<file path="src/rtl/sd4_mac_sequencer_if.sv">
`default_nettype none
// ============================================================================
// Module      : sd4_mac_sequencer_if
// Description : Bundles the image stream, the weight-buffer read port, the
//               MAC operand bus and the result-tag bus of the SD4 MAC
//               sequencer. The slave modport is the sequencer's view and the
//               master modport is the surrounding datapath's view.
// Revision    : 1.0  initial release
// ============================================================================
interface sd4_mac_sequencer_if #(
    parameter int KADDR_W = 4
);
    // image window stream
    logic               img_valid;
    logic               img_ready;
    logic [71:0]        img_data;
    // synchronous weight buffer read port
    logic               wgt_rd_en;
    logic [KADDR_W-1:0] wgt_addr;
    logic [35:0]        wgt_data;
    logic [4:0]         bias_data;
    // operands towards MAC stage1
    logic [71:0]        image_out;
    logic [35:0]        weight_out;
    logic [4:0]         exp_bias_out;
    logic               mac_valid_in;
    // result tags aligned with the MAC output
    logic               res_valid;
    logic [KADDR_W-1:0] res_kidx;
    logic               res_last_win;
    logic               res_last_job;

    modport master (
        output img_valid, img_data, wgt_data, bias_data,
        input  img_ready, wgt_rd_en, wgt_addr,
        input  image_out, weight_out, exp_bias_out, mac_valid_in,
        input  res_valid, res_kidx, res_last_win, res_last_job
    );

    modport slave (
        input  img_valid, img_data, wgt_data, bias_data,
        output img_ready, wgt_rd_en, wgt_addr,
        output image_out, weight_out, exp_bias_out, mac_valid_in,
        output res_valid, res_kidx, res_last_win, res_last_job
    );
endinterface
`default_nettype wire

</file>
<file path="src/rtl/sd4_mac_sequencer.sv">
`default_nettype none
// ============================================================================
// Module      : sd4_mac_sequencer
// Description : Job sequencer in front of the SD4 MAC stage1/stage2
//               pipeline. Each accepted 3x3 window is replayed against
//               num_k+1 kernels fetched from a synchronous weight buffer,
//               one operand set per cycle. A tag pipe carries kernel index
//               and last flags alongside the non-stallable MAC pipeline, and
//               done pulses once the pipe has drained.
//               Optional feature macro SD4_SEQ_PREFETCH_EN: accepts the next
//               window during the final issue cycle of a non-last window so
//               windows run back to back without a bubble.
// Revision    : 1.0  initial release
// ============================================================================
module sd4_mac_sequencer #(
    parameter int KADDR_W  = 4,
    parameter int WIN_W    = 16,
    parameter int PIPE_LAT = 4
) (
    input  wire logic               clk,
    input  wire logic               rst,
    input  wire logic               start,
    input  wire logic [KADDR_W-1:0] cfg_num_k,
    input  wire logic [WIN_W-1:0]   cfg_num_win,
    output logic                    busy,
    output logic                    done,
    sd4_mac_sequencer_if.slave      bus
);

    typedef enum logic [2:0] {
        S_IDLE     = 3'd0,
        S_WAIT_IMG = 3'd1,
        S_ISSUE    = 3'd2,
        S_DRAIN    = 3'd3,
        S_DONE     = 3'd4
    } state_t;

    state_t             r_state;
    logic [KADDR_W-1:0] r_num_k;
    logic [WIN_W-1:0]   r_num_win;
    logic [KADDR_W-1:0] r_k;
    logic [WIN_W-1:0]   r_win;
    logic [71:0]        r_win_reg;
    logic               r_busy;
    logic               r_done;
    logic               r_img_ready;
    logic               r_mac_valid;

    // tag pipe, one entry per downstream MAC stage
    logic               r_tag_v  [PIPE_LAT];
    logic [KADDR_W-1:0] r_tag_k  [PIPE_LAT];
    logic               r_tag_lw [PIPE_LAT];
    logic               r_tag_lj [PIPE_LAT];

    logic w_k_last;
    logic w_win_last;
    logic w_pf_ready;
    logic w_pf_take;
    logic w_drain_ok;

    assign w_k_last   = (r_k == r_num_k);
    assign w_win_last = (r_win == r_num_win);

`ifdef SD4_SEQ_PREFETCH_EN
    // the last operand of a non-last window is on the bus: the next window
    // may be taken now and its kernel 0 fetched for the following cycle
    assign w_pf_ready = (r_state == S_ISSUE) && w_k_last && !w_win_last;
`else
    assign w_pf_ready = 1'b0;
`endif
    assign w_pf_take  = w_pf_ready && bus.img_valid;

    assign bus.img_ready = r_img_ready || w_pf_ready;

    // Read kernel 0 on window acceptance, then kernel k+1 while issuing k,
    // so the buffer's one-cycle latency lines data up with each issue cycle.
    assign bus.wgt_rd_en = (r_img_ready && bus.img_valid) || w_pf_take ||
                           ((r_state == S_ISSUE) && !w_k_last);
    assign bus.wgt_addr  = ((r_state == S_ISSUE) && !w_k_last) ? r_k + 1'b1 : '0;

    // stage1 sees zero operands whenever no operand set is live
    assign bus.image_out    = r_mac_valid ? r_win_reg     : '0;
    assign bus.weight_out   = r_mac_valid ? bus.wgt_data  : '0;
    assign bus.exp_bias_out = r_mac_valid ? bus.bias_data : '0;
    assign bus.mac_valid_in = r_mac_valid;

    assign busy = r_busy;
    assign done = r_done;

    // Job control FSM: window/kernel counters and registered handshake flags
    always_ff @(posedge clk or negedge rst) begin
        if (!rst) begin
            r_state     <= S_IDLE;
            r_num_k     <= '0;
            r_num_win   <= '0;
            r_k         <= '0;
            r_win       <= '0;
            r_win_reg   <= '0;
            r_busy      <= 1'b0;
            r_done      <= 1'b0;
            r_img_ready <= 1'b0;
            r_mac_valid <= 1'b0;
        end else begin
            r_done <= 1'b0;
            case (r_state)
                S_IDLE: begin
                    if (start) begin
                        r_num_k     <= cfg_num_k;
                        r_num_win   <= cfg_num_win;
                        r_win       <= '0;
                        r_busy      <= 1'b1;
                        r_img_ready <= 1'b1;
                        r_state     <= S_WAIT_IMG;
                    end
                end
                S_WAIT_IMG: begin
                    if (bus.img_valid) begin
                        r_win_reg   <= bus.img_data;
                        r_k         <= '0;
                        r_img_ready <= 1'b0;
                        r_mac_valid <= 1'b1;
                        r_state     <= S_ISSUE;
                    end
                end
                S_ISSUE: begin
                    if (!w_k_last) begin
                        r_k <= r_k + 1'b1;
                    end else if (w_win_last) begin
                        r_mac_valid <= 1'b0;
                        r_state     <= S_DRAIN;
                    end else begin
                        r_win <= r_win + 1'b1;
                        if (w_pf_take) begin
                            r_win_reg <= bus.img_data;
                            r_k       <= '0;
                        end else begin
                            r_mac_valid <= 1'b0;
                            r_img_ready <= 1'b1;
                            r_state     <= S_WAIT_IMG;
                        end
                    end
                end
                S_DRAIN: begin
                    if (w_drain_ok) begin
                        r_done  <= 1'b1;
                        r_state <= S_DONE;
                    end
                end
                S_DONE: begin
                    r_busy  <= 1'b0;
                    r_state <= S_IDLE;
                end
                default: r_state <= S_IDLE;
            endcase
        end
    end

    // Drain completes once only the output tap may still hold a valid tag,
    // so done follows the final result by exactly one cycle.
    always_comb begin
        w_drain_ok = 1'b1;
        for (int i = 0; i < PIPE_LAT - 1; i++) begin
            if (r_tag_v[i]) begin
                w_drain_ok = 1'b0;
            end
        end
    end

    // Tag shift register mirroring the MAC pipeline depth
    always_ff @(posedge clk or negedge rst) begin
        if (!rst) begin
            for (int i = 0; i < PIPE_LAT; i++) begin
                r_tag_v[i]  <= 1'b0;
                r_tag_k[i]  <= '0;
                r_tag_lw[i] <= 1'b0;
                r_tag_lj[i] <= 1'b0;
            end
        end else begin
            r_tag_v[0]  <= r_mac_valid;
            r_tag_k[0]  <= r_mac_valid ? r_k : '0;
            r_tag_lw[0] <= r_mac_valid && w_k_last;
            r_tag_lj[0] <= r_mac_valid && w_k_last && w_win_last;
            for (int i = 1; i < PIPE_LAT; i++) begin
                r_tag_v[i]  <= r_tag_v[i-1];
                r_tag_k[i]  <= r_tag_k[i-1];
                r_tag_lw[i] <= r_tag_lw[i-1];
                r_tag_lj[i] <= r_tag_lj[i-1];
            end
        end
    end

    assign bus.res_valid    = r_tag_v[PIPE_LAT-1];
    assign bus.res_kidx     = r_tag_k[PIPE_LAT-1];
    assign bus.res_last_win = r_tag_lw[PIPE_LAT-1];
    assign bus.res_last_job = r_tag_lj[PIPE_LAT-1];

endmodule
`default_nettype wire

</file>
<file path="src/flat_wrapper.sv">
// flat-port wrapper written by rule: the top's interface ports become plain ports
module sd4_mac_sequencer_flat 
#(
    parameter int KADDR_W  = 4,
    parameter int WIN_W    = 16,
    parameter int PIPE_LAT = 4
)
  (clk, rst, start, cfg_num_k, cfg_num_win, busy, done, bus_img_valid, bus_img_data, bus_wgt_data, bus_bias_data, bus_img_ready, bus_wgt_rd_en, bus_wgt_addr, bus_image_out, bus_weight_out, bus_exp_bias_out, bus_mac_valid_in, bus_res_valid, bus_res_kidx, bus_res_last_win, bus_res_last_job);
  sd4_mac_sequencer_if #(.KADDR_W(KADDR_W)) bus_i ();
  input  wire logic clk;
  input  wire logic rst;
  input  wire logic start;
  input  wire logic [KADDR_W-1:0] cfg_num_k;
  input  wire logic [WIN_W-1:0] cfg_num_win;
  output logic busy;
  output logic done;
  input wire logic [$bits(bus_i.img_valid)-1:0] bus_img_valid;
  input wire logic [$bits(bus_i.img_data)-1:0] bus_img_data;
  input wire logic [$bits(bus_i.wgt_data)-1:0] bus_wgt_data;
  input wire logic [$bits(bus_i.bias_data)-1:0] bus_bias_data;
  output wire logic [$bits(bus_i.img_ready)-1:0] bus_img_ready;
  output wire logic [$bits(bus_i.wgt_rd_en)-1:0] bus_wgt_rd_en;
  output wire logic [$bits(bus_i.wgt_addr)-1:0] bus_wgt_addr;
  output wire logic [$bits(bus_i.image_out)-1:0] bus_image_out;
  output wire logic [$bits(bus_i.weight_out)-1:0] bus_weight_out;
  output wire logic [$bits(bus_i.exp_bias_out)-1:0] bus_exp_bias_out;
  output wire logic [$bits(bus_i.mac_valid_in)-1:0] bus_mac_valid_in;
  output wire logic [$bits(bus_i.res_valid)-1:0] bus_res_valid;
  output wire logic [$bits(bus_i.res_kidx)-1:0] bus_res_kidx;
  output wire logic [$bits(bus_i.res_last_win)-1:0] bus_res_last_win;
  output wire logic [$bits(bus_i.res_last_job)-1:0] bus_res_last_job;
  assign bus_i.img_valid = bus_img_valid;
  assign bus_i.img_data = bus_img_data;
  assign bus_i.wgt_data = bus_wgt_data;
  assign bus_i.bias_data = bus_bias_data;
  assign bus_img_ready = bus_i.img_ready;
  assign bus_wgt_rd_en = bus_i.wgt_rd_en;
  assign bus_wgt_addr = bus_i.wgt_addr;
  assign bus_image_out = bus_i.image_out;
  assign bus_weight_out = bus_i.weight_out;
  assign bus_exp_bias_out = bus_i.exp_bias_out;
  assign bus_mac_valid_in = bus_i.mac_valid_in;
  assign bus_res_valid = bus_i.res_valid;
  assign bus_res_kidx = bus_i.res_kidx;
  assign bus_res_last_win = bus_i.res_last_win;
  assign bus_res_last_job = bus_i.res_last_job;
  sd4_mac_sequencer #(.KADDR_W(KADDR_W), .WIN_W(WIN_W), .PIPE_LAT(PIPE_LAT)) u_core (.clk(clk), .rst(rst), .start(start), .cfg_num_k(cfg_num_k), .cfg_num_win(cfg_num_win), .busy(busy), .done(done), .bus(bus_i));
endmodule
</file>
<file path="config.mk">
export PLATFORM = sky130hd
export DESIGN_NAME = sd4_mac_sequencer_flat
export DESIGN_NICKNAME = d
export VERILOG_FILES = /design/src/rtl/sd4_mac_sequencer_if.sv /design/src/rtl/sd4_mac_sequencer.sv /design/src/flat_wrapper.sv
export SDC_FILE = /design/constraint.sdc
export NUM_CORES = 1
export LEC_CHECK = 0
export CORE_MARGIN = 4
export CORE_UTILIZATION = 48
export CTS_CLUSTER_DIAMETER = 120
export DETAILED_ROUTE_END_ITERATION = 8
export PLACE_DENSITY = 0.95
export SYNTH_ARGS = -nofsm -noshare
export SYNTH_HDL_FRONTEND = slang
export SYNTH_SLANG_ARGS = --single-unit
</file>
<file path="constraint.sdc">
create_clock -name clk -period 3.4 [get_ports clk]
set_input_delay 0.68 -clock clk [delete_from_list [all_inputs] [get_ports clk]]
set_output_delay 0.68 -clock clk [all_outputs]
set_load 0.005 [all_outputs]
</file>
==> impl_metrics.json, run 1 <==
{
  "outcome": "finished clean",
  "power.internal_mw": 5.82,
  "ctsHoldBuffers": 0,
  "ys.flop_type": "dfrtp_1",
  "die_h_um": 127,
  "synth_most_common_cell": "dfrtp_1",
  "p_comb_share_pct": 44.2,
  "synthSimpleGateAreaFrac_pct": 20.9,
  "setup_violations": 0,
  "grt_overflow_total": 0,
  "cp_num_buf_inv": 1,
  "crit_arrival_ns": 2.26,
  "grt_pass1_wl_mm": 29.5,
  "synthXorXnorAreaFrac_pct": 2.83,
  "seqPwrFrac_pct": 34.9,
  "tightestPinTransition_ns": 0.837,
  "synth_top_area_cell": "dfrtp_1",
  "cts_buffers": 17,
  "drc": 0,
  "worstPathCellList": "xor2_1 -> o41a_1 -> and2_1 -> clkdlybuf4s50_1",
  "cts_buffer_depth": 2,
  "drv_cap": 0,
  "nets": 988,
  "synth_compound_gate_area_share_pct": 5.84,
  "slew_headroom_pct": 44.2,
  "finalPower_mw": 8.59,
  "syn-instance-count": 598,
  "fin_skew_ns": 0.00690,
  "async_reset_ff_share_pct": 100,
  "place.gp.congestion": 0.820,
  "synth_top_family_by_area": "simple AND/OR/NAND/NOR gates",
  "clock.fmax_ghz": 0.340,
  "grt_max_degree": 115,
  "start_kind": "flip-flop",
  "dp_cells": 1010,
  "power_frac_clock_pct": 20.9,
  "areaGrowthSynthToFinish_pct": 48.6,
  "synthTopCellsByCount": "147 x dfrtp_1, 120 x and2_1, 82 x nand2_1",
  "cts-root-buf": "clkbuf_16",
  "synth_edf_count": 0,
  "fin_tns_setup_ns": 0,
  "post-route-period-util_pct": 86.5,
  "synth_top_area_share_pct": 54.0,
  "critPathMaxStageDelay_ns": 0.51,
  "mappedNetlistNets": 737,
  "p_switching_mw": 2.77,
  "first_global_vias": 5490,
  "rows": 43,
  "drtIter0Drc": 342,
  "ant_nets": 0,
  "yosys_warnings": 0,
  "rsz0062_at_grt": "false",
  "slowest_stage": "o41a_1",
  "start_util_pct": 49.1,
  "largest_register_ffs": 88,
  "crit_type": "reg -> out",
  "vdd_drop_max_mv": 0.561,
  "die_area_um2": 16200,
  "io-pin-count": 266,
  "insertion_delay_ns": 0.43,
  "whs_ns": 0.203,
  "switching_share_pct": 32.3,
  "synth_cell_type_count": 54,
  "fill_cells": 953,
  "period_minus_slack_ns": 2.94,
  "final-max-slew-violation-count": 0,
  "crit_fanout": 5,
  "wl_per_cell_um": 18.0,
  "post_layout_nonfiller_instances": 1042,
  "vias_per_cell": 5.19,
  "hold_viol_final": 0,
  "yosysSeqAreaShare_pct": 54.0,
  "core_um2": 13900,
  "cts.clk_slew.worst_paths_ns": 0.06,
  "post_cts_buffers": 0,
  "clkSinkCount": 147,
  "num_vias": 5406,
  "port_buffers": 265,
  "synthMuxAreaShare_pct": 12.0,
  "p_leak_nw": 4.36,
  "antenna_found_initial": 0,
  "die_x_um": 127,
  "hp-class": "in -> async",
  "cts_resized": 0,
  "tritoncts": "done",
  "dp_hpwl_mm": 13.9,
  "path_delay_family": "compound AO/OA/AOI/OAI gates",
  "totalWireLength_mm": 18.7,
  "ys_ff_latch": 147,
  "diodes": 0,
  "drt-pass1-iter-count": 5,
  "synthAdderAreaFrac_pct": 0.367,
  "syn-cell-area_um2": 6810,
  "syn_area_per_cell_um2": 11.4,
  "synth.area.top_cells": "dfrtp_1 54%, mux2_2 12%, and2_1 11%",
  "cp_data_required_time_ns": 2.72,
  "globalRouteTotalUtil_pct": 23.2,
  "worstSetupEndpointType": "output pin",
  "drive_gt1_share_pct": 15.5,
  "h-tree-depth": 4,
  "power_per_cell_area_nw_per_um2": 848
}
## power groups by stage
| stage | logic [mW] | registers, mW | clock network [mW] |
|---|---|---|---|
| 2_1_floorplan | 2.02 | 2.80 | 0 |
| 3_3_place_gp | 3.69 | 2.95 | 0 |
| 3_5_place_dp | 3.81 | 3.01 | 0 |
| 4_1_cts | 3.85 | 2.99 | 1.83 |
| 5_1_grt | 4.13 | 3.09 | 1.92 |
| 6_report | 3.80 | 3.00 | 1.80 |
## metal layers
layer  global-route usage [%]  wire length, um  vias to the layer above
met2                     40.7             9740                      239
met4                     7.26              387                        0
met5                        0                0                        -
li1                         -                -                     2521
met1                     28.3             7240                     2613
met3                     5.81             1370                       33
## cell type report
cell class	count	area, um^2	share of cell area (%)
Timing Repair Buffer	273	2750	27.2
Inverter	7	26.3	0.260
Clock buffer	17	425	4.20
Clock inverter	15	145	1.43
Sequential cell	147	3680	36.3
Multi-Input combinational cell	403	2870	28.4
Tap cell	180	225	2.22
## cells in the final DEF (no fill, tap or decap), types with 3 or more instances in the layout
cell type,count
and2_1,120
nand2_1,82
nor4_2,6
a21oi_1,5
nand4_1,3
nand3_1,7
a41oi_1,3
buf_4,5
o311ai_0,3
clkinvlp_4,3
o211ai_1,4
nor4_1,4
o21ai_0,8
xor2_1,21
a31oi_1,6
buf_12,3
nor2_1,15
dfrtp_1,146
o31a_1,3
clkbuf_16,17
a21o_1,5
mux2_2,72
clkdlybuf4s50_1,264
inv_6,8
inv_1,7
## path summary, 6_finish.rpt
check | from | endpoint | slack, ns | depth (start not counted)
min in group clk | u_core.r_tag_k[11]$_DFF_PN0_ | u_core.r_tag_k[7]$_DFF_PN0_ | 0.35 | 0
max in group asynchronous | rst | u_core.r_tag_k[15]$_DFF_PN0_ | 2.48 | 2
hold / removal | rst | u_core.r_win[13]$_DFFE_PN0P_ | 0.20 | 1
setup / recovery | u_core.r_k[1]$_DFFE_PN0P_ | bus_wgt_addr[1] | 0.46 | 4
setup reg to reg | u_core.r_win[8]$_DFFE_PN0P_ | u_core.r_win[9]$_DFFE_PN0P_ | 1.12 | 5
hold reg to reg | u_core.r_tag_k[11]$_DFF_PN0_ | u_core.r_tag_k[7]$_DFF_PN0_ | 0.35 | 0
## logic make-up after synthesis
logic type,count (synthesis)
compound gates,51
xor+xnor,22
flops,147
fa+ha+maj,2
mux,73
simple gates,255
buf+inv,48
## through the flow
step / utilization [%] / worst slack (ns) / cell area [um^2]
2_1_floorplan: - / 1.34 / 6810
6_report: 72.9 / 0.458 / 10100
5_1_grt: 72.9 / 0.252 / 10100
3_3_place_gp: 68.8 / 0.897 / 9550
4_1_cts: 72.9 / 0.430 / 10100
3_5_place_dp: 68.8 / 0.837 / 9550
No activity file was read; power rests on OpenSTA's default activity.
==> inputs of run 2 (changes only) <==
--- a/config.mk
+++ b/config.mk
@@ -5,6 +5,7 @@
 export SDC_FILE = /design/constraint.sdc
 export NUM_CORES = 1
 export LEC_CHECK = 0
+export CAP_MARGIN = 20
 export CORE_MARGIN = 4
 export CORE_UTILIZATION = 48
 export CTS_CLUSTER_DIAMETER = 120
==> constraint.sdc (replaced) <==
create_clock -name clk -period 3.6 [get_ports clk]
set_input_delay 0.72 -clock clk [delete_from_list [all_inputs] [get_ports clk]]
set_output_delay 0.72 -clock clk [all_outputs]
set_load 0.005 [all_outputs]
==> impl_metrics.json, run 2 (same netlist as run 1, synthesis figures left out) <==
{
  "outcome": "finished clean",
  "rows": 43,
  "holdPathStages": 0,
  "r2r_start": "u_core.r_win[8]$_DFFE_PN0P_",
  "ant_nets": 0,
  "worstSetupEndpointType": "output pin",
  "whs_ns": 0.344,
  "drt-pass1-iter-count": 5,
  "tritoncts": "done",
  "drc": 0,
  "io-pin-count": 266,
  "p_leak_nw": 4.35,
  "antenna_found_initial": 0,
  "holdPathEnd": "u_core.r_tag_lj[2]$_DFF_PN0_",
  "drtIter0Drc": 336,
  "cts-root-buf": "clkbuf_16",
  "cp_data_required_time_ns": 2.88,
  "r2r_setup_slack_ns": 1.32,
  "timing.rr.end": "u_core.r_win[0]$_DFFE_PN0P_",
  "start_kind": "flip-flop",
  "rsz0062_at_grt": "false",
  "fin_skew_ns": 0.00529,
  "areaGrowthSynthToFinish_pct": 48.0,
  "vias_per_cell": 5.14,
  "hp-class": "reg -> reg",
  "first_global_vias": 5396,
  "h-tree-depth": 4,
  "hold_viol_final": 0,
  "clkSinkCount": 147,
  "cts_resized": 0,
  "cts_buffer_depth": 2,
  "vdd_drop_max_mv": 0.441,
  "insertion_delay_ns": 0.42,
  "core_um2": 13900,
  "setup_violations": 0,
  "clock.fmax_ghz": 0.305,
  "die_area_um2": 16200,
  "diodes": 0,
  "r2r_cells": 5,
  "post_cts_buffers": 0,
  "layout_commonest_cell": "clkdlybuf4s50_1",
  "die_h_um": 127,
  "dp_hpwl_mm": 13.5,
  "finalPower_mw": 7.99,
  "post-place-ws_ns": 0.755,
  "place.gp.congestion": 0.840,
  "period_minus_slack_ns": 3.28,
  "totalWireLength_mm": 18.2,
  "port_buffers": 265,
  "nets": 989,
  "holdCritStartpoint": "u_core.r_tag_lj[3]$_DFF_PN0_",
  "drive_gt1_share_pct": 15.6,
  "post-route-period-util_pct": 91.0,
  "ctsHoldBuffers": 0,
  "start_util_pct": 49.1,
  "largest_register_ffs": 88,
  "cts.clk_slew.worst_paths_ns": 0.06,
  "final-max-slew-violation-count": 0,
  "wl_per_cell_um": 17.4,
  "final_cell_mix": "264 x clkdlybuf4s50_1, 146 x dfrtp_1, 120 x and2_1",
  "num_vias": 5357,
  "grt_pass1_wl_mm": 28.8,
  "crit_arrival_ns": 2.56,
  "finalInstanceArea_um2": 10100,
  "dpl_cell_area_um2": 9540,
  "drv_cap": 0,
  "crit_type": "reg -> out",
  "fin_ws_ns": 0.323,
  "crit_fanout": 6,
  "globalRouteTotalUtil_pct": 22.7,
  "die_x_um": 127,
  "power_per_cell_area_nw_per_um2": 792,
  "tightestPinTransition_ns": 0.886,
  "grt_max_degree": 89,
  "grt_overflow_total": 0,
  "slew_headroom_pct": 40.2,
  "cts_buffers": 17,
  "fin_tns_setup_ns": 0
}
==> run 2: metal layers <==
layer / vias up / GRT usage, % / wire [um]
met5: - / 0 / 0
met4: 0 / 7.82 / 436
met3: 40 / 5.43 / 1080
met2: 215 / 39.0 / 9250
met1: 2592 / 28.4 / 7410
li1: 2510 / - / -
==> run 2: power breakdown <==
group	total (mW)	switching [mW]	internal (mW)
Sequential	2.80	0.449	2.36
Combinational	3.57	1.41	2.15
Clock	1.62	0.711	0.904
Total	7.99	2.57	5.41
==> run 2: worst max-delay path by stage <==
stage	start	slack, ns	cells past startpoint	endpoint
CTS	u_core.r_k[0]$_DFFE_PN0P_	0.30	4	bus_wgt_addr[3]
detailed placement	u_core.r_k[0]$_DFFE_PN0P_	0.75	4	bus_wgt_addr[0]
finish	u_core.r_k[0]$_DFFE_PN0P_	0.32	4	bus_wgt_addr[3]
floorplan	u_core.r_k[0]$_DFFE_PN0P_	1.50	3	bus_wgt_addr[3]
global placement	u_core.r_k[0]$_DFFE_PN0P_	0.85	4	bus_wgt_addr[3]
global route	u_core.r_k[0]$_DFFE_PN0P_	0.11	4	bus_wgt_addr[3]
==> run 2: final cells by class <==
| class | instances | area, um^2 |
|---|---|---|
| Multi-Input combinational cell | 403 | 2870 |
| Clock inverter | 14 | 109 |
| Clock buffer | 18 | 439 |
| Inverter | 7 | 26.3 |
| Tap cell | 180 | 225 |
| Timing Repair Buffer | 274 | 2730 |
| Sequential cell | 147 | 3680 |
| Fill cell | 948 | 3800 |
==> run 2: through the flow <==
step           cells  util (%)
2_1_floorplan    598         -
4_1_cts         1043      72.6
6_report        1043      72.6
3_5_place_dp    1011      68.7
3_3_place_gp    1011      68.7
5_1_grt         1043      72.6
==> run 2: critical path, stage by stage (launching register included) <==
cell and delay, ns:
dfrtp_1 0.44, xor2_1 0.21, o41ai_1 0.84, nor2_1 0.16, clkdlybuf4s50_1 0.49
